==> src/rtl/bmp_pkg.sv <==
// Shared constants, state encoding and small helpers for the BMP stream parser.
package bmp_pkg;

    localparam logic [7:0]  BMP_SIG0        = 8'h42;
    localparam logic [7:0]  BMP_SIG1        = 8'h4D;

    localparam int unsigned OFF_FILE_SIZE   = 32'd2;
    localparam int unsigned OFF_DATA_OFFSET = 32'd10;
    localparam int unsigned OFF_WIDTH       = 32'd18;
    localparam int unsigned OFF_HEIGHT      = 32'd22;
    localparam int unsigned OFF_BIT_COUNT   = 32'd28;

    localparam logic [31:0] BMP_MIN_OFFSET  = 32'd30;
    // First index at which data_offset and file_size are both fully captured.
    localparam logic [31:0] BMP_CHECK_INDEX = 32'd14;

    typedef enum logic [1:0] {
        IDLE   = 2'd0,
        HEADER = 2'd1,
        PIXEL  = 2'd2,
        ERROR  = 2'd3
    } bmp_state_e;

    function automatic logic [31:0] sat_inc(input logic [31:0] v);
        if (v == 32'hFFFF_FFFF) begin
            return v;
        end else begin
            return v + 32'd1;
        end
    endfunction

endpackage

==> src/rtl/bmp_stream_parser_if.sv <==
// Byte-stream input and parsed-header/qualifier outputs of the BMP stream parser.
interface bmp_stream_parser_if;

    logic        sof;
    logic        byte_valid;
    logic [7:0]  byte_in;
    logic [7:0]  byte_out;
    logic        byte_out_valid;
    logic        pixel_valid;
    logic        image_process_start;
    logic        header_done;
    logic        frame_done;
    logic        hdr_error;
    logic [31:0] file_size;
    logic [31:0] data_offset;
    logic [31:0] img_width;
    logic [31:0] img_height;
    logic [15:0] bit_count;

    modport master (
        output sof, byte_valid, byte_in,
        input  byte_out, byte_out_valid, pixel_valid, image_process_start,
               header_done, frame_done, hdr_error,
               file_size, data_offset, img_width, img_height, bit_count
    );

    modport slave (
        input  sof, byte_valid, byte_in,
        output byte_out, byte_out_valid, pixel_valid, image_process_start,
               header_done, frame_done, hdr_error,
               file_size, data_offset, img_width, img_height, bit_count
    );

endinterface

==> src/rtl/bmp_le_field.sv <==
// Little-endian header field assembler: stores byte_in into the lane selected
// by idx when idx falls inside [OFFSET, OFFSET+NBYTES).
module bmp_le_field #(
    parameter int unsigned OFFSET = 0,
    parameter int unsigned NBYTES = 4
) (
    input  logic                  clk,
    input  logic                  rst,
    input  logic                  clear,
    input  logic                  wr_en,
    input  logic [31:0]           idx,
    input  logic [7:0]            byte_in,
    output logic [8*NBYTES-1:0]   value
);

    logic [8*NBYTES-1:0] value_r;
    logic [8*NBYTES-1:0] value_nxt_s;
    logic [31:0]         lane_s;
    logic                hit_s;

    // Select the lane addressed by idx and merge the incoming byte.
    always_comb begin
        lane_s      = idx - OFFSET;
        hit_s       = (idx >= OFFSET) && (lane_s < NBYTES);
        value_nxt_s = value_r;
        if (clear) begin
            value_nxt_s = '0;
        end else if (wr_en && hit_s) begin
            for (int i = 0; i < int'(NBYTES); i++) begin
                if (lane_s == 32'(i)) begin
                    value_nxt_s[8*i +: 8] = byte_in;
                end else begin
                    value_nxt_s[8*i +: 8] = value_r[8*i +: 8];
                end
            end
        end else begin
            value_nxt_s = value_r;
        end
    end

    // Field storage register.
    always_ff @(posedge clk or posedge rst) begin
        if (rst) begin
            value_r <= '0;
        end else begin
            value_r <= value_nxt_s;
        end
    end

    assign value = value_r;

endmodule

==> src/rtl/bmp_stream_parser.sv <==
// BMP byte-stream receiver: parses the file header in-stream, validates it and
// qualifies pixel bytes for downstream point-processing blocks.
module bmp_stream_parser
    import bmp_pkg::*;
(
    input  logic                 clk,
    input  logic                 rst,
    bmp_stream_parser_if.slave   bus
);

    bmp_state_e  state_r, state_nxt_s;
    logic [31:0] idx_r, idx_nxt_s;

    logic [7:0]  byte_out_r;
    logic        out_valid_r, out_valid_s;
    logic        pixel_valid_r, pixel_valid_s;
    logic        ips_r, ips_s;
    logic        header_done_r, header_done_s;
    logic        frame_done_r, frame_done_s;
    logic        hdr_error_r, hdr_error_s;

    logic        restart_s;
    logic        clear_s;
    logic        wr_s;
    logic        hdr_bad_s;

    logic [31:0] file_size_s;
    logic [31:0] data_offset_s;
    logic [31:0] img_width_s;
    logic [31:0] img_height_s;
    logic [15:0] bit_count_s;

    bmp_le_field #(.OFFSET(OFF_FILE_SIZE),   .NBYTES(4)) u_file_size (
        .clk(clk), .rst(rst), .clear(clear_s), .wr_en(wr_s),
        .idx(idx_r), .byte_in(bus.byte_in), .value(file_size_s)
    );
    bmp_le_field #(.OFFSET(OFF_DATA_OFFSET), .NBYTES(4)) u_data_offset (
        .clk(clk), .rst(rst), .clear(clear_s), .wr_en(wr_s),
        .idx(idx_r), .byte_in(bus.byte_in), .value(data_offset_s)
    );
    bmp_le_field #(.OFFSET(OFF_WIDTH),       .NBYTES(4)) u_width (
        .clk(clk), .rst(rst), .clear(clear_s), .wr_en(wr_s),
        .idx(idx_r), .byte_in(bus.byte_in), .value(img_width_s)
    );
    bmp_le_field #(.OFFSET(OFF_HEIGHT),      .NBYTES(4)) u_height (
        .clk(clk), .rst(rst), .clear(clear_s), .wr_en(wr_s),
        .idx(idx_r), .byte_in(bus.byte_in), .value(img_height_s)
    );
    bmp_le_field #(.OFFSET(OFF_BIT_COUNT),   .NBYTES(2)) u_bit_count (
        .clk(clk), .rst(rst), .clear(clear_s), .wr_en(wr_s),
        .idx(idx_r), .byte_in(bus.byte_in), .value(bit_count_s)
    );

    // Next-state, index and per-byte qualifier decode.
    always_comb begin
        state_nxt_s   = state_r;
        idx_nxt_s     = idx_r;
        out_valid_s   = 1'b0;
        pixel_valid_s = 1'b0;
        ips_s         = 1'b0;
        header_done_s = 1'b0;
        frame_done_s  = 1'b0;
        hdr_error_s   = hdr_error_r;
        clear_s       = 1'b0;
        wr_s          = 1'b0;
        // Fields at idx 14 come from registers updated by byte 13.
        hdr_bad_s     = (data_offset_s < BMP_MIN_OFFSET) || (file_size_s <= data_offset_s);
        restart_s     = bus.byte_valid && (bus.sof || (state_r == IDLE));

        if (restart_s) begin
            clear_s   = 1'b1;
            idx_nxt_s = 32'd1;
            if (bus.byte_in == BMP_SIG0) begin
                state_nxt_s = HEADER;
                out_valid_s = 1'b1;
                hdr_error_s = 1'b0;
            end else begin
                state_nxt_s = ERROR;
                hdr_error_s = 1'b1;
            end
        end else begin
            case (state_r)
                HEADER: begin
                    if ((idx_r == BMP_CHECK_INDEX) && hdr_bad_s) begin
                        state_nxt_s = ERROR;
                        hdr_error_s = 1'b1;
                    end else if (bus.byte_valid) begin
                        wr_s      = 1'b1;
                        idx_nxt_s = sat_inc(idx_r);
                        if ((idx_r == 32'd1) && (bus.byte_in != BMP_SIG1)) begin
                            state_nxt_s = ERROR;
                            hdr_error_s = 1'b1;
                        end else begin
                            out_valid_s = 1'b1;
                            if ((idx_r > BMP_CHECK_INDEX) && (idx_r == data_offset_s - 32'd1)) begin
                                state_nxt_s   = PIXEL;
                                header_done_s = 1'b1;
                            end else begin
                                state_nxt_s   = HEADER;
                            end
                        end
                    end else begin
                        state_nxt_s = HEADER;
                    end
                end
                PIXEL: begin
                    if (bus.byte_valid) begin
                        idx_nxt_s     = sat_inc(idx_r);
                        out_valid_s   = 1'b1;
                        pixel_valid_s = 1'b1;
                        ips_s         = 1'b1;
                        if (idx_r == file_size_s - 32'd1) begin
                            state_nxt_s  = IDLE;
                            frame_done_s = 1'b1;
                        end else begin
                            state_nxt_s  = PIXEL;
                        end
                    end else begin
                        ips_s = ips_r;
                    end
                end
                ERROR: begin
                    state_nxt_s = ERROR;
                end
                IDLE: begin
                    state_nxt_s = IDLE;
                end
                default: begin
                    state_nxt_s = IDLE;
                end
            endcase
        end
    end

    // State, index and registered output stage.
    always_ff @(posedge clk or posedge rst) begin
        if (rst) begin
            state_r       <= IDLE;
            idx_r         <= 32'd0;
            byte_out_r    <= 8'd0;
            out_valid_r   <= 1'b0;
            pixel_valid_r <= 1'b0;
            ips_r         <= 1'b0;
            header_done_r <= 1'b0;
            frame_done_r  <= 1'b0;
            hdr_error_r   <= 1'b0;
        end else begin
            state_r       <= state_nxt_s;
            idx_r         <= idx_nxt_s;
            byte_out_r    <= bus.byte_in;
            out_valid_r   <= out_valid_s;
            pixel_valid_r <= pixel_valid_s;
            ips_r         <= ips_s;
            header_done_r <= header_done_s;
            frame_done_r  <= frame_done_s;
            hdr_error_r   <= hdr_error_s;
        end
    end

    assign bus.byte_out            = byte_out_r;
    assign bus.byte_out_valid      = out_valid_r;
    assign bus.pixel_valid         = pixel_valid_r;
    assign bus.image_process_start = ips_r;
    assign bus.header_done         = header_done_r;
    assign bus.frame_done          = frame_done_r;
    assign bus.hdr_error           = hdr_error_r;
    assign bus.file_size           = file_size_s;
    assign bus.data_offset         = data_offset_s;
    assign bus.img_width           = img_width_s;
    assign bus.img_height          = img_height_s;
    assign bus.bit_count           = bit_count_s;

endmodule

==> src/flat_wrapper.sv <==
// flat-port wrapper written by rule: the top's interface ports become plain ports
module bmp_stream_parser_flat import bmp_pkg::*;
  (clk, rst, bus_sof, bus_byte_valid, bus_byte_in, bus_byte_out, bus_byte_out_valid, bus_pixel_valid, bus_image_process_start, bus_header_done, bus_frame_done, bus_hdr_error, bus_file_size, bus_data_offset, bus_img_width, bus_img_height, bus_bit_count);
  bmp_stream_parser_if bus_i ();
  input  logic clk;
  input  logic rst;
  input wire logic [$bits(bus_i.sof)-1:0] bus_sof;
  input wire logic [$bits(bus_i.byte_valid)-1:0] bus_byte_valid;
  input wire logic [$bits(bus_i.byte_in)-1:0] bus_byte_in;
  output wire logic [$bits(bus_i.byte_out)-1:0] bus_byte_out;
  output wire logic [$bits(bus_i.byte_out_valid)-1:0] bus_byte_out_valid;
  output wire logic [$bits(bus_i.pixel_valid)-1:0] bus_pixel_valid;
  output wire logic [$bits(bus_i.image_process_start)-1:0] bus_image_process_start;
  output wire logic [$bits(bus_i.header_done)-1:0] bus_header_done;
  output wire logic [$bits(bus_i.frame_done)-1:0] bus_frame_done;
  output wire logic [$bits(bus_i.hdr_error)-1:0] bus_hdr_error;
  output wire logic [$bits(bus_i.file_size)-1:0] bus_file_size;
  output wire logic [$bits(bus_i.data_offset)-1:0] bus_data_offset;
  output wire logic [$bits(bus_i.img_width)-1:0] bus_img_width;
  output wire logic [$bits(bus_i.img_height)-1:0] bus_img_height;
  output wire logic [$bits(bus_i.bit_count)-1:0] bus_bit_count;
  assign bus_i.sof = bus_sof;
  assign bus_i.byte_valid = bus_byte_valid;
  assign bus_i.byte_in = bus_byte_in;
  assign bus_byte_out = bus_i.byte_out;
  assign bus_byte_out_valid = bus_i.byte_out_valid;
  assign bus_pixel_valid = bus_i.pixel_valid;
  assign bus_image_process_start = bus_i.image_process_start;
  assign bus_header_done = bus_i.header_done;
  assign bus_frame_done = bus_i.frame_done;
  assign bus_hdr_error = bus_i.hdr_error;
  assign bus_file_size = bus_i.file_size;
  assign bus_data_offset = bus_i.data_offset;
  assign bus_img_width = bus_i.img_width;
  assign bus_img_height = bus_i.img_height;
  assign bus_bit_count = bus_i.bit_count;
  bmp_stream_parser u_core (.clk(clk), .rst(rst), .bus(bus_i));
endmodule
==> config.mk <==
export PLATFORM = sky130hd
export DESIGN_NAME = bmp_stream_parser_flat
export DESIGN_NICKNAME = d
export VERILOG_FILES = /design/src/rtl/bmp_pkg.sv /design/src/rtl/bmp_stream_parser_if.sv /design/src/rtl/bmp_le_field.sv /design/src/rtl/bmp_stream_parser.sv /design/src/flat_wrapper.sv
export SDC_FILE = /design/constraint.sdc
export NUM_CORES = 1
export LEC_CHECK = 0
export BUFFER_PORTS_ARGS = -buffer_cell sky130_fd_sc_hd__buf_2
export CORE_MARGIN = 2
export CORE_UTILIZATION = 25
export CTS_CLUSTER_DIAMETER = 30
export DETAILED_ROUTE_END_ITERATION = 8
export GPL_TIMING_DRIVEN = 0
export PLACE_DENSITY = 0.46
export SYNTH_ARGS = -nofsm -noshare
export SYNTH_HDL_FRONTEND = slang
export SYNTH_SLANG_ARGS = --single-unit
==> constraint.sdc <==
create_clock -name clk -period 10.55 [get_ports clk]
set_clock_uncertainty 0.2 [all_clocks]
set_input_delay 0.5275 -clock clk [delete_from_list [all_inputs] [get_ports clk]]
set_output_delay 0.5275 -clock clk [all_outputs]
set_load 0.02 [all_outputs]
Word-level counts from Yosys, hierarchy flattened --
Index checks and enable logic that the tools add are counted.
Word-level totals: flip-flop bits (word level) 192, input bits 12, output and inout bits 158, word-level logic and storage cells 216
Operators by class: add/sub/neg operators 8, magnitude comparators 13, equality and inequality tests 25, muxes and demuxes 74, reduce and logical (&&, ||, !) cells 69
Operator list (count):
- $mux 32 | 12
- $eq 32x2->1 const B | 8
- $eq 32x1->1 const B | 6
- $logic_not 32->1 | 5
- $mux 8 | 18
- $lt 32x3->1 const B | 4
- $ge 32x5->1 const B | 3
- $sub 32x5->32 const B | 3
- $eq 32x32->1 | 2
- $pmux 32 s2 | 1
- $sub 32x1->32 const B | 2
- $reduce_bool 2->1 | 24
- $reduce_and 2->1 | 19
- $add 32x1->32 const B | 1
- $eq 32x32->1 const B | 1
- $eq 32x4->1 const B | 1
- $ge 32x2->1 const B | 1
- $ge 32x4->1 const B | 1
- $gt 32x4->1 const B | 1
- $le 32x32->1 | 1
- $lt 32x2->1 const B | 1
- $lt 32x5->1 const B | 1
- $mux 16 | 2
- $sub 32x2->32 const B | 1
- 15 further kinds | 70

Logic depth before layout (Yosys ltp) --
Gate-level depths: netlist of the first run.
depth in word-level cells 9, gate-level depth with buffers 15, mapped depth without buffers 12

Modules after synthesis --
From an unflattened synthesis of the first run, not the netlist that was laid out.
Second synthesis, totals: cell total of the unflattened synthesis 1594, area total of the unflattened synthesis 14724.1 sq um
Modules (own cells, without submodules):
- bmp_stream_parser | instances 1, cells an instance 760, area each 5898.2 sq um, sequential area each 1201.2 sq um
- bmp_le_field (u_core.u_file_size) | instances 1, cells an instance 196, area each 2009.4 sq um, sequential area each 800.8 sq um
- bmp_le_field (u_core.u_width) | instances 1, cells an instance 189, area each 2005.7 sq um, sequential area each 800.8 sq um
- bmp_le_field (u_core.u_data_offset) | instances 1, cells an instance 184, area each 1969.4 sq um, sequential area each 800.8 sq um
- bmp_le_field (u_core.u_height) | instances 1, cells an instance 185, area each 1936.9 sq um, sequential area each 800.8 sq um
- bmp_le_field (u_core.u_bit_count) | instances 1, cells an instance 80, area each 904.6 sq um, sequential area each 400.4 sq um

Least setup slack after synthesis of the first run --
Ideal clock, no wire load.
kind register to register, from register u_core.idx_r[2], to register u_core.u_file_size.value_r[26] (netlist: u_core.u_file_size.value[26]), library setup time 136 ps, arrival 3356 ps, data required time 10214 ps, setup slack 6858 ps, cell stages (with the launch flop) 15, path buffers 2, period minus slack after synthesis 3692 ps, cells stage by stage dfrtp_1 > clkbuf_1 > clkbuf_1 > inv_1 > ha_1 > nor3b_1 > nand2_1 > nor4_1 > xor2_1 > a2111oi_2 > nand4_1 > nor4b_4 > nand2_1 > nand2_1 > a21oi_1
On the way: word-level cells in the longest chain between the ends 8, elaborated cells on any way between the ends 14, those cells by class 1 x add/sub; 2 x order compare; 2 x eq/ne; 3 x mux; 6 x reduce/logical
RTL lines:
- start, declared | line bmp_stream_parser.sv:12 | logic [31:0] idx_r, idx_nxt_s;
- start signal, assigned | line bmp_stream_parser.sv:149 | idx_r <= idx_nxt_s;
- parallel branches: the longest is 7 deep, another holds $sub 32x2->32
- $reduce_and 2->1 (no source line) *
- end signal, assigned | line bmp_le_field.sv:46 | value_r <= value_nxt_s;
- end, declared | line bmp_le_field.sv:16 | logic [8*NBYTES-1:0] value_r;
Mark *: on every way between the ends. A chain may end at the register's enable or synchronous reset.

Final worst setup path of the first run --
from register u_core.idx_r[8], to register u_core.idx_r[17]
On the way: word-level cells in the longest chain between the ends 6, elaborated cells on any way between the ends 11, those cells by class 1 x add/sub; 3 x eq/ne; 5 x mux; 2 x reduce/logical
RTL lines:
- $add 32x1->32 or $eq 32x32->1 (tied branches) | line bmp_pkg.sv:28, bmp_pkg.sv:25
- $mux 32 | line bmp_pkg.sv:25 | if (v == 32'hFFFF_FFFF) begin
- $mux 32 | line bmp_stream_parser.sv:87 | end else if (bus.byte_valid) begin
- $mux 32 | line bmp_stream_parser.sv:84 | if ((idx_r == BMP_CHECK_INDEX) && hdr_bad_s) begin
- $pmux 32 s2 | line bmp_stream_parser.sv:82 | case (state_r)
- $mux 32 | line bmp_stream_parser.sv:70 | if (restart_s) begin
Several ways; a longest one is shown, not always the timed one. The select of a mux whose other input is x is not followed.

==> results by group, run 1 <==
Outcome
  • Status: completed

Routing
  • Drt total wl: 58,500 µm
  • Via/cell ratio: 5.36
  • Drt first pass iters: 8
  • Wire length per cell: approximately 24 µm
  • Antenna viol nets, final: 0
  • Iteration-0 DRC Markers: 1,165
  • Total number of vias: 13.2k
  • Detailed-route DRC error count: 0

Floorplan
  • Die footprint: 55,400 µm²
  • I/O pin count: 170
  • Die X: about 240 µm
  • Core area: 52,800 µm²
  • Die H: 235 µm
  • Initial core utilization: 25.4%
  • Site Rows: between 80 and 90

Logic synthesis
  • Number of synthesized flops with an enable pin: 0
  • Mean Syn Cell Area: 8.52 µm²
  • Top FF cell, synth: dfrtp_1
  • Synth area leaders: dfrtp_1 (36%), mux2i_1 (8.8%), nor2_1 (5.9%)
  • Seq/Total Area, Yosys: 35.9%
  • Distinct cells, synth: 78
  • Mapped Area: 13,400 µm²
  • #FFs+latches synth: 192
  • Synth top area share: between 30% and 40%
  • Ys Warns: 0
  • Post-Synthesis Cells: 1,571
  • Top post-synthesis cells by count: nor2_1 (212), dfrtp_1 (192), mux2i_1 (118)
  • Asr flop ratio synth: 100%
  • Post-Syn Nets: 1,627
  • Biggest area consumer among synthesized cells: dfrtp_1
  • Most common cell in the netlist: nor2_1

Power
  • Static leakage: 8.17 nW
  • Pwr/cell area: 121 nW/µm²
  • Peak supply drop: about 120 µV

Worst setup path
  • FF-to-FF setup slack: 4940 ps
  • Crit path kind: reg2reg
  • WP data arrival: 5750 ps
  • Worst setup EP type: register
  • Crit-path max FO: 10
  • Crit start category: register
  • Worst EP required: 10,690 ps

Timing
  • Final worst path period need: 5610 ps
  • Fin. Hold Viols: 0
  • Final hold slack: 285 ps
  • Final Cycle Share: 53.2%
  • RSZ-0062 raised after global routing: false
  • Tightest Pin Transition: 1340 ps
  • TNS Setup: 0 ps
  • Pins Over Slew Limit: 0
  • Max_slew headroom: 9.70%
  • Final setup viols: 0
  • F_max: 178 MHz

Layout
  • Number of nets in the layout: 1,824
  • Share of layout cells above drive strength 1: 13.9%
  • FILL cells: 5,782
  • Final antenna diode count: 0
  • Final Util: 30.0%
  • Area growth syn-to-layout: 18.1%

GRT
  • First-pass GRT wire length: 86,700 µm
  • Met3 Usage GRT: between 3 and 4%
  • Met1 usage in global routing: about a quarter
  • Number of global-route vias before repair: 12.9k
  • GR Overflow Total: 0
  • Routing usage on met2: between 30% and 40%
  • Number of antenna violations at the first check in global routing: 1
  • Pin count of the biggest net entering global routing: approximately 100
  • GR Util All Layers: 20.9%
  • Gr busiest metal: met2

CTS
  • Skew-Pair Late Insertion Delay: between 400 and 500 ps
  • H-Tree Depth: 4
  • CTS tree: built
  • Clock tree buffer depth: 2
  • Cts bufs inserted: 17
  • CTS root buffer: clkbuf_16
  • Sink Count: 192
  • Worst-path clk slew: roughly 70 ps

Placed design
  • Routability Congestion: 0.961
  • Count of port buffers added during placement: between 150 and 200
  • Dpl hpwl: 44,300 µm

Flow run
  • Max_cap viols: 0

Hold path
  • HP Class: in2reg
cell families (layout without fill, tap and decap cells):
kind of cell,after synthesis,count (layout),synth area share [%]
and+or+nand+nor,701,701,26.9
AOI/OAI and AO/OA,209,209,10.0
DFF,192,192,35.9
buffers and inverters,169,379,5.17
xor gates and xnor gates,135,135,8.83
muxes,120,120,8.99
adders and majority gates,45,45,4.19
final timing paths:
kind,to,cells after the start,startpoint
worst max-delay path,u_core.idx_r[17],11,u_core.idx_r[8]
worst min-delay path,u_core.bus.pixel_valid,3,bus_sof
worst max register to register,u_core.idx_r[17],11,u_core.idx_r[8]
worst min register to register,u_core.bus.image_process_start,1,u_core.bus.image_process_start
max in group asynchronous,u_core.idx_r[3],4,rst
min in group asynchronous,u_core.bus.byte_out[4],3,rst
metal layers:
metal	routed length, µm	up-vias
met5	0	-
met4	2780	0
met3	3530	122
met2	27000	532
met1	25200	6575
li1	-	6005
worst max-delay path: stages, from the launching register on:
cell      delay (ps)
dfrtp_1          400
clkbuf_1         340
nor4_1          1200
nand3_1          400
nor4_1          1020
o311a_1          320
a31oi_1          230
o21ai_0          570
nor2_1           350
and2_1           260
xnor2_1          130
nor2_1            50
cell usage in the layout, fill, tap and decap left out, types with 38 or more instances in the layout:
| cell | n |
|---|---|
| xor2_1 | 56 |
| clkbuf_1 | 89 |
| o21ai_0 | 38 |
| a21oi_1 | 70 |
| buf_2 | 178 |
| nand2_1 | 114 |
| mux2i_1 | 118 |
| inv_1 | 50 |
| ha_1 | 44 |
| nand4_1 | 52 |
| nor3_1 | 57 |
| nor2_1 | 212 |
| xnor2_1 | 79 |
| nor4_1 | 52 |
| dfrtp_1 | 192 |
| nand3_1 | 81 |
through the flow:
step	instances	worst slack, ps	total power, W	instance area (µm²)
3_5_place_dp	2428	5180	0.00124	15100
2_1_floorplan	1571	4600	0.00107	13400
5_1_grt	2469	4780	0.00199	15800
3_3_place_gp	2427	2020	0.00124	15100
4_1_cts	2469	5160	0.00192	15800
6_report	2469	4940	0.00191	15800
sequential cells by signal (all words and copies together) (netlist names):
register and count:
u_core.idx_r 32, u_core.u_data_offset.value 32, u_core.u_file_size.value 32, u_core.u_height.value 32, u_core.u_width.value 32, u_core.u_bit_count.value 16
u_core.bus.byte_out 8, u_core.state_r 2, u_core.bus.byte_out_valid 1, u_core.bus.frame_done 1, u_core.bus.hdr_error 1, u_core.bus.header_done 1
u_core.bus.image_process_start 1, u_core.bus.pixel_valid 1
layout make-up:
class	instances	area [µm²]	area share, %
Tap cell	688	861	5.44
Sequential cell	192	4800	30.4
Clock inverter	13	149	0.941
Clock buffer	19	443	2.80
Multi-Input combinational cell	1210	7900	50.0
Buffer	117	497	3.14
Timing Repair Buffer	178	958	6.06
Inverter	52	203	1.28
power breakdown:
group          internal [W]  switching [W]
combinational      0.000132       0.000339
sequential         0.000747     0.00000939
clock              0.000361       0.000319
what timing repair did:
| action | 4_1_cts | 5_1_grt |
|---|---|---|
| hold endpoints to repair | 22 | 0 |
| gates resized for setup | 0 | 0 |
| hold buffers | 9 | 0 |
| endpoints found under the setup margin | 0 | 0 |
| setup buffers | 0 | 0 |
Power figures use the tool's default switching activity.
==> inputs of run 2 (changes only) <==
- ABC_AREA: default -> 1
- PLACE_DENSITY: 0.46 -> 0.45
- clock period: 10.55 -> 5.2 ns (I/O delays scaled with it)
==> results by group, run 2 <==
Outcome
  • Status: completed

Power
  • Static leakage: 10.1 nW
  • Comb power frac: 64.2%
  • Clk pwr share: 15.0%
  • Pwr/cell area: 488 nW/µm²
  • Int Power: 0.00394 W
  • Sw Ratio: 57.4%
  • Flop pwr share: between 20% and 30%
  • Switching power: 0.00531 W
  • Peak supply drop: 219 µV

GRT
  • Gr busiest metal: met2
  • Number of antenna violations at the first check in global routing: 1
  • GR Overflow Total: 0
  • GR Util All Layers: 23.8%
  • First-pass GRT wire length: 118,000 µm
  • Met1 usage in global routing: 30.0%
  • Routing usage on met2: 40.5%
  • Number of global-route vias before repair: 17.9k
  • Met3 Usage GRT: 3.17%
  • Pin count of the biggest net entering global routing: 37

Logic synthesis
  • Top FF cell, synth: dfrtp_1
  • Post-Synthesis Cells: ~2.5k
  • Post-Synth Adder-Cell Area: 3.39%
  • Post-Syn Nets: 2,513
  • Mux cell area share after synthesis: 0%
  • #FFs+latches synth: 192
  • Simple-gate share of the synthesized area: 45.8%
  • Asr flop ratio synth: 100%
  • Seq/Total Area, Yosys: 29.6%
  • Mapped Area: 16,200 µm²
  • Largest family of logic cells by synthesized area: simple AND/OR/NAND/NOR gates
  • Number of synthesized flops with an enable pin: 0
  • Top post-synthesis cells by count: nand2_1 (665), nor2_1 (342), nand3_1 (289)
  • Most common cell in the netlist: nand2_1
  • Biggest area consumer among synthesized cells: dfrtp_1
  • Synth area leaders: dfrtp_1 (30%), nand2_1 (15%), nand3_1 (8.9%)
  • Ys Warns: 0
  • Mean Syn Cell Area: around 6.6 µm²
  • Post-synthesis compound-gate area fraction: 4.40%
  • Distinct cells, synth: between 40 and 50
  • Post-Synth XOR/XNOR Area: 8.64%
  • Synth top area share: 29.6%

Timing
  • Final worst path period need: slightly above 4000 ps
  • Max_slew headroom: 19.0%
  • Final worst slack: 1150 ps
  • TNS Setup: 0 ps
  • RSZ-0062 raised after global routing: false
  • Pins Over Slew Limit: 0
  • Fin. Hold Viols: 0
  • Tightest Pin Transition: 1210 ps
  • F_max: 247 MHz
  • Final setup viols: 0
  • Final Cycle Share: 77.9%

CTS
  • Worst-path clk slew: 80 ps
  • Post-CTS Repair Setup Buffers: 0
  • Sink Count: 192
  • Hold buffer count at cts: 10
  • Clock tree buffer depth: 2
  • Cts bufs inserted: 17
  • H-Tree Depth: 4
  • CTS root buffer: clkbuf_16
  • Skew-Pair Late Insertion Delay: 470 ps
  • CTS tree: built
  • Post-cts sizing count: 0

Floorplan
  • Core area: 64,300 µm²
  • Die X: 259 µm
  • Initial core utilization: about a quarter
  • Die footprint: between 60,000 and 70,000 µm²
  • I/O pin count: 170
  • Site Rows: 93
  • Die H: 259 µm

Routing
  • Via/cell ratio: 5.13
  • Antenna viol nets, final: 0
  • Drt first pass iters: 5
  • Total number of vias: 18.1k
  • Drt total wl: 80,700 µm
  • Detailed-route DRC error count: 0
  • Wire length per cell: 22.9 µm
  • Iteration-0 DRC Markers: approximately 1.6k

Worst setup path
  • Worst path slowest cell: clkbuf_1
  • Most used cell, CP: nand2_1
  • Crit start category: register
  • Crit path kind: reg2reg
  • WP data arrival: 4200 ps
  • Crit-path max FO: 10
  • Worst-path cell chain: clkbuf_1 > inv_1 > ha_1 > nand2_1 > o21ai_0 > nand2_1 > nand2_1 > nand2_1 > nand2_1 > nand2_1 > nand2_1 > nand2_1 > nand2_1 > nand3_1 > inv_2 > buf_4 > nand3_1 > nand3_1 > nand2_1
  • Top delay family on crit path: simple AND/OR/NAND/NOR gates
  • Worst EP required: 5350 ps
  • CP bufs+invs: 4
  • Worst setup EP type: register
  • Max stage delay on crit path: between 400 and 500 ps

Layout
  • Final antenna diode count: 0
  • Number of nets in the layout: roughly 2.7k
  • Area growth syn-to-layout: 16.9%
  • Multi-input gate area: 10,100 µm²
  • Reg area: 4800 µm²
  • FILL cells: 7,144
  • Leading cell types in the layout, fill and taps excluded: nand2_1 (665), nor2_1 (342), nand3_1 (289)
  • Most common cell after layout, fill and taps aside: nand2_1
  • Fin area: 19,000 µm²
  • Share of layout cells above drive strength 1: between 10% and 20%

Placed design
  • Count of port buffers added during placement: around 170
  • Placed Area: 18,300 µm²
  • Dpl hpwl: 62,900 µm
  • Pre-CTS setup slack: 1190 ps
  • Routability Congestion: around 0.98

Flow run
  • Max_cap viols: 0

Hold path
  • HP Class: in2async
-- run 2: cell types whose count changed after synthesis, moves of 116 or more --
cell | previous run | this run
nor2_1 | 212 | 342
inv_1 | 51 | 197
nand4_1 | 52 | 168
nand2_1 | 114 | 665
nand3_1 | 81 | 289
mux2i_1 | 118 | 0
-- run 2: tightest hold or removal path: cells and delay by family --
kind                   cells  cell delay, ps
buffers and inverters      3            1000
-- run 2: path summary, 6_finish.rpt --
check | start | endpoint | slack (ps) | cells after the start
setup / recovery | u_core.u_data_offset.value[2] | u_core.u_bit_count.value[3] | 1150 | 19
hold / removal | rst | u_core.u_data_offset.value[14] | 170 | 3
setup reg to reg | u_core.u_data_offset.value[2] | u_core.u_bit_count.value[3] | 1150 | 19
hold reg to reg | u_core.bus.image_process_start | u_core.bus.image_process_start | 290 | 2
max in group asynchronous | rst | u_core.u_bit_count.value[1] | 3380 | 7
min in group clk | bus_byte_in[0] | u_core.bus.byte_out[0] | 280 | 2
-- run 2: routing by layer --
layer,wire [µm],vias to the layer above
met4,3550,0
met3,4430,170
met5,0,-
li1,-,8483
met1,34100,8747
met2,38600,690
-- run 2: logic make-up (layout without fill, tap and decap cells) --
group,count (synthesis),in the layout
xor+xnor,160,160
simple gates,1608,1608
buf+inv,318,535
flops,192,192
fa+ha+maj,44,44
compound gates,135,135
-- run 2: cell type report --
| cell class | count | share of cell area [%] |
|---|---|---|
| multi-input combinational | 1947 | 53.2 |
| sequential | 192 | 25.3 |
| timing repair buffer | 185 | 5.66 |
| tap | 855 | 5.64 |
| inverter | 215 | 4.27 |
| buffer | 103 | 2.77 |
| clock buffer | 18 | 2.26 |
| clock inverter | 14 | 0.877 |
-- run 2: power groups by stage --
stage / clock network (W) / registers [W] / logic [W]
final: 0.00139 / 0.00192 / 0.00594
after global routing: 0.00147 / 0.00194 / 0.00646
after CTS: 0.00141 / 0.00192 / 0.00585
after detailed placement: 0 / 0.00195 / 0.00582
after global placement: 0 / 0.00195 / 0.00583
after floorplan: 0 / 0.00191 / 0.00387
-- run 2: per-stage QoR --
step / total power, W / hold WS [ps] / std cells / util [%]
2_1_floorplan: 0.00578 / 91.4 / 2457 / -
3_3_place_gp: 0.00779 / 235 / 3481 / 28.2
3_5_place_dp: 0.00777 / 126 / 3487 / 28.4
4_1_cts: 0.00918 / 169 / 3529 / 29.5
5_1_grt: 0.00987 / 203 / 3529 / 29.5
6_report: 0.00925 / 168 / 3529 / 29.5
